## config.mk

```make
export PLATFORM = sky130hd
export DESIGN_NAME = regfile_wb_arbiter_flat
export DESIGN_NICKNAME = d
export VERILOG_FILES = /design/src/rtl/regfile_wb_arbiter_pkg.sv /design/src/rtl/regfile_wb_arbiter_if.sv /design/src/rtl/regfile_wb_arbiter_rr_arb2.sv /design/src/rtl/regfile_wb_arbiter.sv /design/src/flat_wrapper.sv
export SDC_FILE = /design/constraint.sdc
export NUM_CORES = 1
export LEC_CHECK = 0
export BUFFER_PORTS_ARGS = -buffer_cell sky130_fd_sc_hd__buf_2
export CORE_MARGIN = 8
export CORE_UTILIZATION = 49
export CTS_CLUSTER_SIZE = 10
export DETAILED_ROUTE_END_ITERATION = 10
export PLACE_DENSITY = 0.8
export REMOVE_ABC_BUFFERS = 1
export SLEW_MARGIN = 10
export SYNTH_ARGS = -nofsm -noshare
export SYNTH_HDL_FRONTEND = slang
export SYNTH_SLANG_ARGS = --single-unit
export TNS_END_PERCENT = 10
```

## constraint.sdc

```tcl
create_clock -name clk -period 2.8 [get_ports clk]
set_clock_uncertainty 0.15 [all_clocks]
set_input_delay 0.42 -clock clk [delete_from_list [all_inputs] [get_ports clk]]
set_output_delay 0.42 -clock clk [all_outputs]
set_load 0.02 [all_outputs]
```

## src/rtl/regfile_wb_arbiter_pkg.sv

```systemverilog
// -----------------------------------------------------------------------------
// regfile_pkg
// Shared constants and types for the register-file write-port controller.
//   NUM_REGS / ADDR_W / DATA_W : register file geometry
//   state_e                    : controller state (clear sweep, normal run)
//   req_e                      : requester IDs, also the grant bit positions
//   REG_ZERO                   : hard-wired zero register address
// -----------------------------------------------------------------------------
package regfile_pkg;

   localparam int NUM_REGS = 32;
   localparam int ADDR_W   = 5;
   localparam int DATA_W   = 32;

   localparam logic [ADDR_W-1:0] REG_ZERO = '0;

   typedef enum logic {
      ST_INIT = 1'b0,
      ST_RUN  = 1'b1
   } state_e;

   typedef enum logic {
      REQ_ALU = 1'b0,
      REQ_MEM = 1'b1
   } req_e;

endpackage

```

## src/rtl/regfile_wb_arbiter_if.sv

```systemverilog
// -----------------------------------------------------------------------------
// regfile_wb_arbiter_if
// Writeback bus between the two requesters (ALU, load unit), the write-port
// controller and the register file write port.
//   alu_valid/alu_ready/alu_reg/alu_data : ALU writeback channel
//   mem_valid/mem_ready/mem_reg/mem_data : load writeback channel
//   RegWrite/Write_reg/Write_data        : register file write port
// modport master : requester / register-file side (drives requests)
// modport slave  : controller side (drives readies and the write port)
// -----------------------------------------------------------------------------
interface regfile_wb_arbiter_if #(
   parameter int ADDR_W = 5,
   parameter int DATA_W = 32
) ();

   logic              alu_valid;
   logic              alu_ready;
   logic [ADDR_W-1:0] alu_reg;
   logic [DATA_W-1:0] alu_data;

   logic              mem_valid;
   logic              mem_ready;
   logic [ADDR_W-1:0] mem_reg;
   logic [DATA_W-1:0] mem_data;

   logic              RegWrite;
   logic [ADDR_W-1:0] Write_reg;
   logic [DATA_W-1:0] Write_data;

   modport master (
      output alu_valid, alu_reg, alu_data,
      output mem_valid, mem_reg, mem_data,
      input  alu_ready, mem_ready,
      input  RegWrite, Write_reg, Write_data
   );

   modport slave (
      input  alu_valid, alu_reg, alu_data,
      input  mem_valid, mem_reg, mem_data,
      output alu_ready, mem_ready,
      output RegWrite, Write_reg, Write_data
   );

endinterface

```

## src/rtl/regfile_wb_arbiter_rr_arb2.sv

```systemverilog
// -----------------------------------------------------------------------------
// rr_arb2
// Two-input round-robin arbiter with a registered priority pointer.
//   clk, reset : clock, synchronous active-high reset (priority -> REQ_ALU)
//   en         : when low, no grant is issued
//   advance    : when high, a grant moves priority to the other requester
//   valid[1:0] : requests, indexed by req_e
//   gnt[1:0]   : one-hot grant (combinational), indexed by req_e
//   prio       : current priority pointer
// -----------------------------------------------------------------------------
module rr_arb2
   import regfile_pkg::*;
(
   input  logic       clk,
   input  logic       reset,
   input  logic       en,
   input  logic       advance,
   input  logic [1:0] valid,
   output logic [1:0] gnt,
   output req_e       prio
);

   req_e prio_q, prio_d;

   // Priority only matters on contention; a lone request always wins.
   always_comb begin
      gnt = '0;
      if (en) begin
         if (valid == 2'b11) begin
            gnt = (prio_q == REQ_ALU) ? 2'b01 : 2'b10;
         end else begin
            gnt = valid;
         end
      end
   end

   always_comb begin
      prio_d = prio_q;
      if (advance && gnt[REQ_ALU]) begin
         prio_d = REQ_MEM;
      end else if (advance && gnt[REQ_MEM]) begin
         prio_d = REQ_ALU;
      end
   end

   always_ff @(posedge clk) begin
      if (reset) begin
         prio_q <= REQ_ALU;
      end else begin
         prio_q <= prio_d;
      end
   end

   assign prio = prio_q;

endmodule

```

## src/rtl/regfile_wb_arbiter.sv

```systemverilog
// -----------------------------------------------------------------------------
// regfile_wb_arbiter
// Write-port controller for a 32x32 register file with a single write port.
// After reset it sweeps every register to INIT_VALUE, then shares the write
// port between the ALU and load writeback channels round-robin, through a
// one-cycle registered output stage. Writes to register 0 are accepted and
// dropped so that register 0 stays zero.
//   clk, reset : clock, synchronous active-high reset
//   wb         : writeback bus (slave side): requests, readies, write port
//   init_done  : high once the clear sweep has completed
//   wr_count   : committed writes in RUN, saturating
//   drop_count : accepted writes to register 0, saturating
// -----------------------------------------------------------------------------
module regfile_wb_arbiter
   import regfile_pkg::*;
#(
   parameter int                           NUM_REGS   = regfile_pkg::NUM_REGS,
   parameter int                           ADDR_W     = regfile_pkg::ADDR_W,
   parameter int                           DATA_W     = regfile_pkg::DATA_W,
   parameter logic [regfile_pkg::DATA_W-1:0] INIT_VALUE = '0,
   parameter int                           CNT_W      = 16
) (
   input  logic                clk,
   input  logic                reset,
   regfile_wb_arbiter_if.slave wb,
   output logic                init_done,
   output logic [CNT_W-1:0]    wr_count,
   output logic [CNT_W-1:0]    drop_count
);

   function automatic logic [CNT_W-1:0] sat_inc(input logic [CNT_W-1:0] v);
      return (&v) ? v : v + 1'b1;
   endfunction

   state_e            state_q, state_d;
   logic [ADDR_W-1:0] idx_q, idx_d;
   logic              reg_write_q, reg_write_d;
   logic [ADDR_W-1:0] write_reg_q, write_reg_d;
   logic [DATA_W-1:0] write_data_q, write_data_d;
   logic              init_done_q, init_done_d;
   logic [CNT_W-1:0]  wr_count_q, wr_count_d;
   logic [CNT_W-1:0]  drop_count_q, drop_count_d;

   logic              run;
   logic [1:0]        gnt;
   req_e              prio;
   logic [ADDR_W-1:0] sel_reg;
   logic [DATA_W-1:0] sel_data;

   assign run = (state_q == ST_RUN);

   // Every grant is a transfer (grant implies valid), so priority advances
   // whenever the arbiter is enabled.
   rr_arb2 u_arb (
      .clk     (clk),
      .reset   (reset),
      .en      (run),
      .advance (run),
      .valid   ({wb.mem_valid, wb.alu_valid}),
      .gnt     (gnt),
      .prio    (prio)
   );

   assign wb.alu_ready = gnt[REQ_ALU];
   assign wb.mem_ready = gnt[REQ_MEM];

   assign sel_reg  = gnt[REQ_MEM] ? wb.mem_reg  : wb.alu_reg;
   assign sel_data = gnt[REQ_MEM] ? wb.mem_data : wb.alu_data;

   // NOTE: every variable gets a default before the case so no path leaves
   // one unassigned; an unassigned path would infer a latch.
   always_comb begin
      state_d      = state_q;
      idx_d        = idx_q;
      reg_write_d  = 1'b0;
      write_reg_d  = write_reg_q;
      write_data_d = write_data_q;
      init_done_d  = init_done_q;
      wr_count_d   = wr_count_q;
      drop_count_d = drop_count_q;

      case (state_q)
         // NOTE: the register file array has no reset of its own (a reset
         // on a RAM array blocks RAM inference), so its contents are set by
         // this sweep through the normal write port instead.
         ST_INIT: begin
            reg_write_d  = 1'b1;
            write_reg_d  = idx_q;
            write_data_d = INIT_VALUE;
            idx_d        = idx_q + 1'b1;
            if (idx_q == ADDR_W'(NUM_REGS - 1)) begin
               state_d = ST_RUN;
            end
         end
         ST_RUN: begin
            // Registered one edge after the last sweep write lands.
            init_done_d = 1'b1;
            if (|gnt) begin
               write_reg_d  = sel_reg;
               write_data_d = sel_data;
               if (sel_reg != ADDR_W'(REG_ZERO)) begin
                  reg_write_d = 1'b1;
                  wr_count_d  = sat_inc(wr_count_q);
               end else begin
                  drop_count_d = sat_inc(drop_count_q);
               end
            end
         end
         default: state_d = ST_INIT;
      endcase
   end

   // NOTE: non-blocking assignments here so every flop samples the values
   // from before this edge, independent of statement order.
   always_ff @(posedge clk) begin
      if (reset) begin
         state_q      <= ST_INIT;
         idx_q        <= '0;
         reg_write_q  <= 1'b0;
         write_reg_q  <= '0;
         write_data_q <= '0;
         init_done_q  <= 1'b0;
         wr_count_q   <= '0;
         drop_count_q <= '0;
      end else begin
         state_q      <= state_d;
         idx_q        <= idx_d;
         reg_write_q  <= reg_write_d;
         write_reg_q  <= write_reg_d;
         write_data_q <= write_data_d;
         init_done_q  <= init_done_d;
         wr_count_q   <= wr_count_d;
         drop_count_q <= drop_count_d;
      end
   end

   assign wb.RegWrite   = reg_write_q;
   assign wb.Write_reg  = write_reg_q;
   assign wb.Write_data = write_data_q;
   assign init_done     = init_done_q;
   assign wr_count      = wr_count_q;
   assign drop_count    = drop_count_q;

endmodule

```

## src/flat_wrapper.sv

```systemverilog
// flat-port wrapper written by rule: the top's interface ports become plain ports
module regfile_wb_arbiter_flat import regfile_pkg::*;
#(
   parameter int                           NUM_REGS   = regfile_pkg::NUM_REGS,
   parameter int                           ADDR_W     = regfile_pkg::ADDR_W,
   parameter int                           DATA_W     = regfile_pkg::DATA_W,
   parameter logic [regfile_pkg::DATA_W-1:0] INIT_VALUE = '0,
   parameter int                           CNT_W      = 16
)
  (clk, reset, init_done, wr_count, drop_count, wb_alu_valid, wb_alu_reg, wb_alu_data, wb_mem_valid, wb_mem_reg, wb_mem_data, wb_alu_ready, wb_mem_ready, wb_RegWrite, wb_Write_reg, wb_Write_data);
  regfile_wb_arbiter_if #(.ADDR_W(ADDR_W), .DATA_W(DATA_W)) wb_i ();
  input  logic clk;
  input  logic reset;
  output logic init_done;
  output logic [CNT_W-1:0] wr_count;
  output logic [CNT_W-1:0] drop_count;
  input wire logic [$bits(wb_i.alu_valid)-1:0] wb_alu_valid;
  input wire logic [$bits(wb_i.alu_reg)-1:0] wb_alu_reg;
  input wire logic [$bits(wb_i.alu_data)-1:0] wb_alu_data;
  input wire logic [$bits(wb_i.mem_valid)-1:0] wb_mem_valid;
  input wire logic [$bits(wb_i.mem_reg)-1:0] wb_mem_reg;
  input wire logic [$bits(wb_i.mem_data)-1:0] wb_mem_data;
  output wire logic [$bits(wb_i.alu_ready)-1:0] wb_alu_ready;
  output wire logic [$bits(wb_i.mem_ready)-1:0] wb_mem_ready;
  output wire logic [$bits(wb_i.RegWrite)-1:0] wb_RegWrite;
  output wire logic [$bits(wb_i.Write_reg)-1:0] wb_Write_reg;
  output wire logic [$bits(wb_i.Write_data)-1:0] wb_Write_data;
  assign wb_i.alu_valid = wb_alu_valid;
  assign wb_i.alu_reg = wb_alu_reg;
  assign wb_i.alu_data = wb_alu_data;
  assign wb_i.mem_valid = wb_mem_valid;
  assign wb_i.mem_reg = wb_mem_reg;
  assign wb_i.mem_data = wb_mem_data;
  assign wb_alu_ready = wb_i.alu_ready;
  assign wb_mem_ready = wb_i.mem_ready;
  assign wb_RegWrite = wb_i.RegWrite;
  assign wb_Write_reg = wb_i.Write_reg;
  assign wb_Write_data = wb_i.Write_data;
  regfile_wb_arbiter #(.NUM_REGS(NUM_REGS), .ADDR_W(ADDR_W), .DATA_W(DATA_W), .INIT_VALUE(INIT_VALUE), .CNT_W(CNT_W)) u_core (.clk(clk), .reset(reset), .wb(wb_i), .init_done(init_done), .wr_count(wr_count), .drop_count(drop_count));
endmodule
```

==> results by group <==
Floorplan
  – Core area: 7650 um2
  – I/O pin count: 151
  – Row count: 32
  – Initial core utilization: 50.0%
  – Die area: 10900 um2
  – DIE WIDTH: 104 um
  – Chip height: 104 um

GRT
  – Initial antenna violation count: 0
  – Vias in the first global route: 3981
  – Grt ovf: 0
  – First-pass GRT wire length: 18300 um
  – Largest net degree at the start of global routing: 73
  – Total track usage: 19.9%

STA
  – Fmax: 414 MHz
  – RSZ-0062 raised after global routing: false
  – Max-slew violations: 0
  – Min setup slack post-route: 0.386 ns
  – # setup viols final: 0
  – Worst Tran Pin Value: 0.685 ns
  – Relative slew slack: 54.3%
  – Final hold violations: 0
  – Min Tclk post-route: 2.41 ns
  – Final Cycle Share: 86.2%

Setup path
  – R2R setup slack: 0.39 ns
  – CP Data Arrival Time: 2.52 ns
  – Critical R2R Capture: u_core.wr_count[14]
  – CP max FO: 72
  – CP endpoint kind: flip-flop
  – Worst r2r path cells: 5
  – FF-to-FF Start: u_core.run
  – End of the critical path: u_core.wr_count[14]
  – CP startpoint kind: flip-flop
  – Crit path kind: flip-flop to flip-flop
  – CP startpoint: u_core.run
  – CP required: 2.91 ns

Synthesis
  – Leading area contributor after synthesis: dfxtp_1
  – Syn Inst Count: 461
  – Fraction of registers with async set/reset: 0%
  – Avg Inst Size Synth: 8.29 um2
  – Number of synthesized register bits: 78
  – Share of Yosys cell area claimed by the top area cell type: 40.9%
  – Sequential fraction of the synthesis area: 40.9%
  – Top cells by area, synth: dfxtp_1 (41%), nand2_1 (7.7%), a311oi_1 (7.6%)
  – Synth Warn #: 0
  – Synth unique cells: 46
  – Synthesized area: 3820 um2
  – Top_reg_cell synth: dfxtp_1
  – Number of flops mapped to enable cells by yosys: 0
  – Top cells by count, synth: dfxtp_1 (78), nand2_1 (78), a21oi_1 (56)

Routing
  – Final wirelength: 11000 um
  – Vias per cell: 5.69
  – Drt first-iter violations: 168
  – Drt pass-1 iters: 4
  – # DRC: 0
  – Vias post-DR: 3996
  – Wire per inst: 15.7 um
  – Antenna viol nets, final: 0

Clock network
  – Max H-tree Level: 3
  – Root Driver: clkbuf_8
  – CTS tree: built
  – Hold Buf Count CTS: 0
  – Clk_lat worst skew: 0.35 ns
  – CTS Sinks: 78
  – Total CTS buffers: 9
  – Setup Buffers After CTS: 0
  – Clk slew on worst S/H paths: 0.08 ns
  – Post-CTS resize count: 0
  – CTS Buffer Depth: 2

Placed design
  – RePlAce Congestion: 0.808
  – Hpwl dp: 8070 um
  – Buffers on Ports: 150
  – Place WS: 0.290 ns
  – Post-DP Area: 4640 um2

Cells and area
  – Net total in the final layout: 677
  – Fraction of layout cells with a size suffix above 1: 33.5%
  – Fillers: 677
  – Final core occ: 63.8%
  – Area growth, synth to finish: 27.7%
  – Number of flip-flops in the largest register: 32
  – Antenna cells: 0
  – Finished Cell Area: 4880 um2

Status
  – Status: completed

Pwr
  – Pleak: 2.03 nW
  – Tot Pwr: 2.23 mW
  – Power Dens Cells: 457 nW/um2
  – Max IR drop VDD: 0.255 mV

Hold path
  – Worst hold path class: primary input to flip-flop

Job
  – Total of max-cap violations: 0
## per-layer routing
layer / vias up / wire (um) / GRT usage (%)
li1: 1975 / - / -
met5: - / 0 / 0
met1: 1869 / 4440 / 21.6
met2: 132 / 5360 / 33.3
met3: 20 / 947 / 7.93
met4: 0 / 245 / 8.89
## final cells by class
type | count | area (um2) | share of cell area (%)
multi-input combinational | 338 | 2060 | 42.3
sequential | 78 | 1560 | 32.0
timing repair buffer | 163 | 873 | 17.9
clock buffer | 13 | 169 | 3.46
tap | 102 | 128 | 2.62
clock inverter | 3 | 65.1 | 1.33
inverter | 5 | 18.8 | 0.385
## worst max-delay path, cell delays in order (launching register included)
cell and delay (ns):
dfxtp_1 0.36, buf_4 0.42, o21a_2 0.29, buf_4 0.57, a41oi_1 0.22, a311oi_1 0.27
## power by group
part           switching, mW  internal, mW  total (mW)
Sequential           0.00520          1.12        1.12
Clock                  0.409         0.575       0.984
Combinational         0.0611        0.0638       0.125
Total                  0.475          1.75        2.23
## per-stage QoR
stage	hold slack, ns	cells	setup TNS [ns]
global route	0.173	702	0
finish	0.171	702	0
detailed placement	0.304	686	0
floorplan	0.281	421	-59.38
CTS	0.159	702	0
global placement	0.293	686	0
## kinds of logic (layout without fill, tap and decap cells)
kind of cell	after synthesis	after routing	share of synthesized area (%)
adders and majority gates	4	4	1.31
buffers and inverters	45	184	5.17
muxes	14	14	4.06
DFF	78	78	40.9
AOI/OAI and AO/OA	125	125	22.2
and+or+nand+nor	193	193	26.0
xor gates and xnor gates	2	2	0.458
## worst min path at each step
stage | startpoint | end | cells after the start
floorplan | u_core.u_arb.prio | u_core.u_arb.prio | 2
global placement | u_core.init_done | u_core.init_done | 2
detailed placement | u_core.init_done | u_core.init_done | 2
CTS | wb_mem_data[13] | u_core.wb.Write_data[13] | 3
global route | wb_mem_data[18] | u_core.wb.Write_data[18] | 3
finish | wb_mem_data[13] | u_core.wb.Write_data[13] | 3
## cell usage in the layout (no fill, tap or decap), drive strengths merged, types with 4 or more instances in the layout
master and n:
a21oi 57, a221oi 5, a311oi 33, buf 163, clkbuf 13, dfxtp 78
ha 4, inv 5, mux2 12, nand2 78, nand3 14, nand4 7
nor2 27, nor2b 15, nor3 4, nor4 9, o21ai 9, o31ai 14
or2 4, or3 9, or4 16
(Power assumes the default switching activity.)
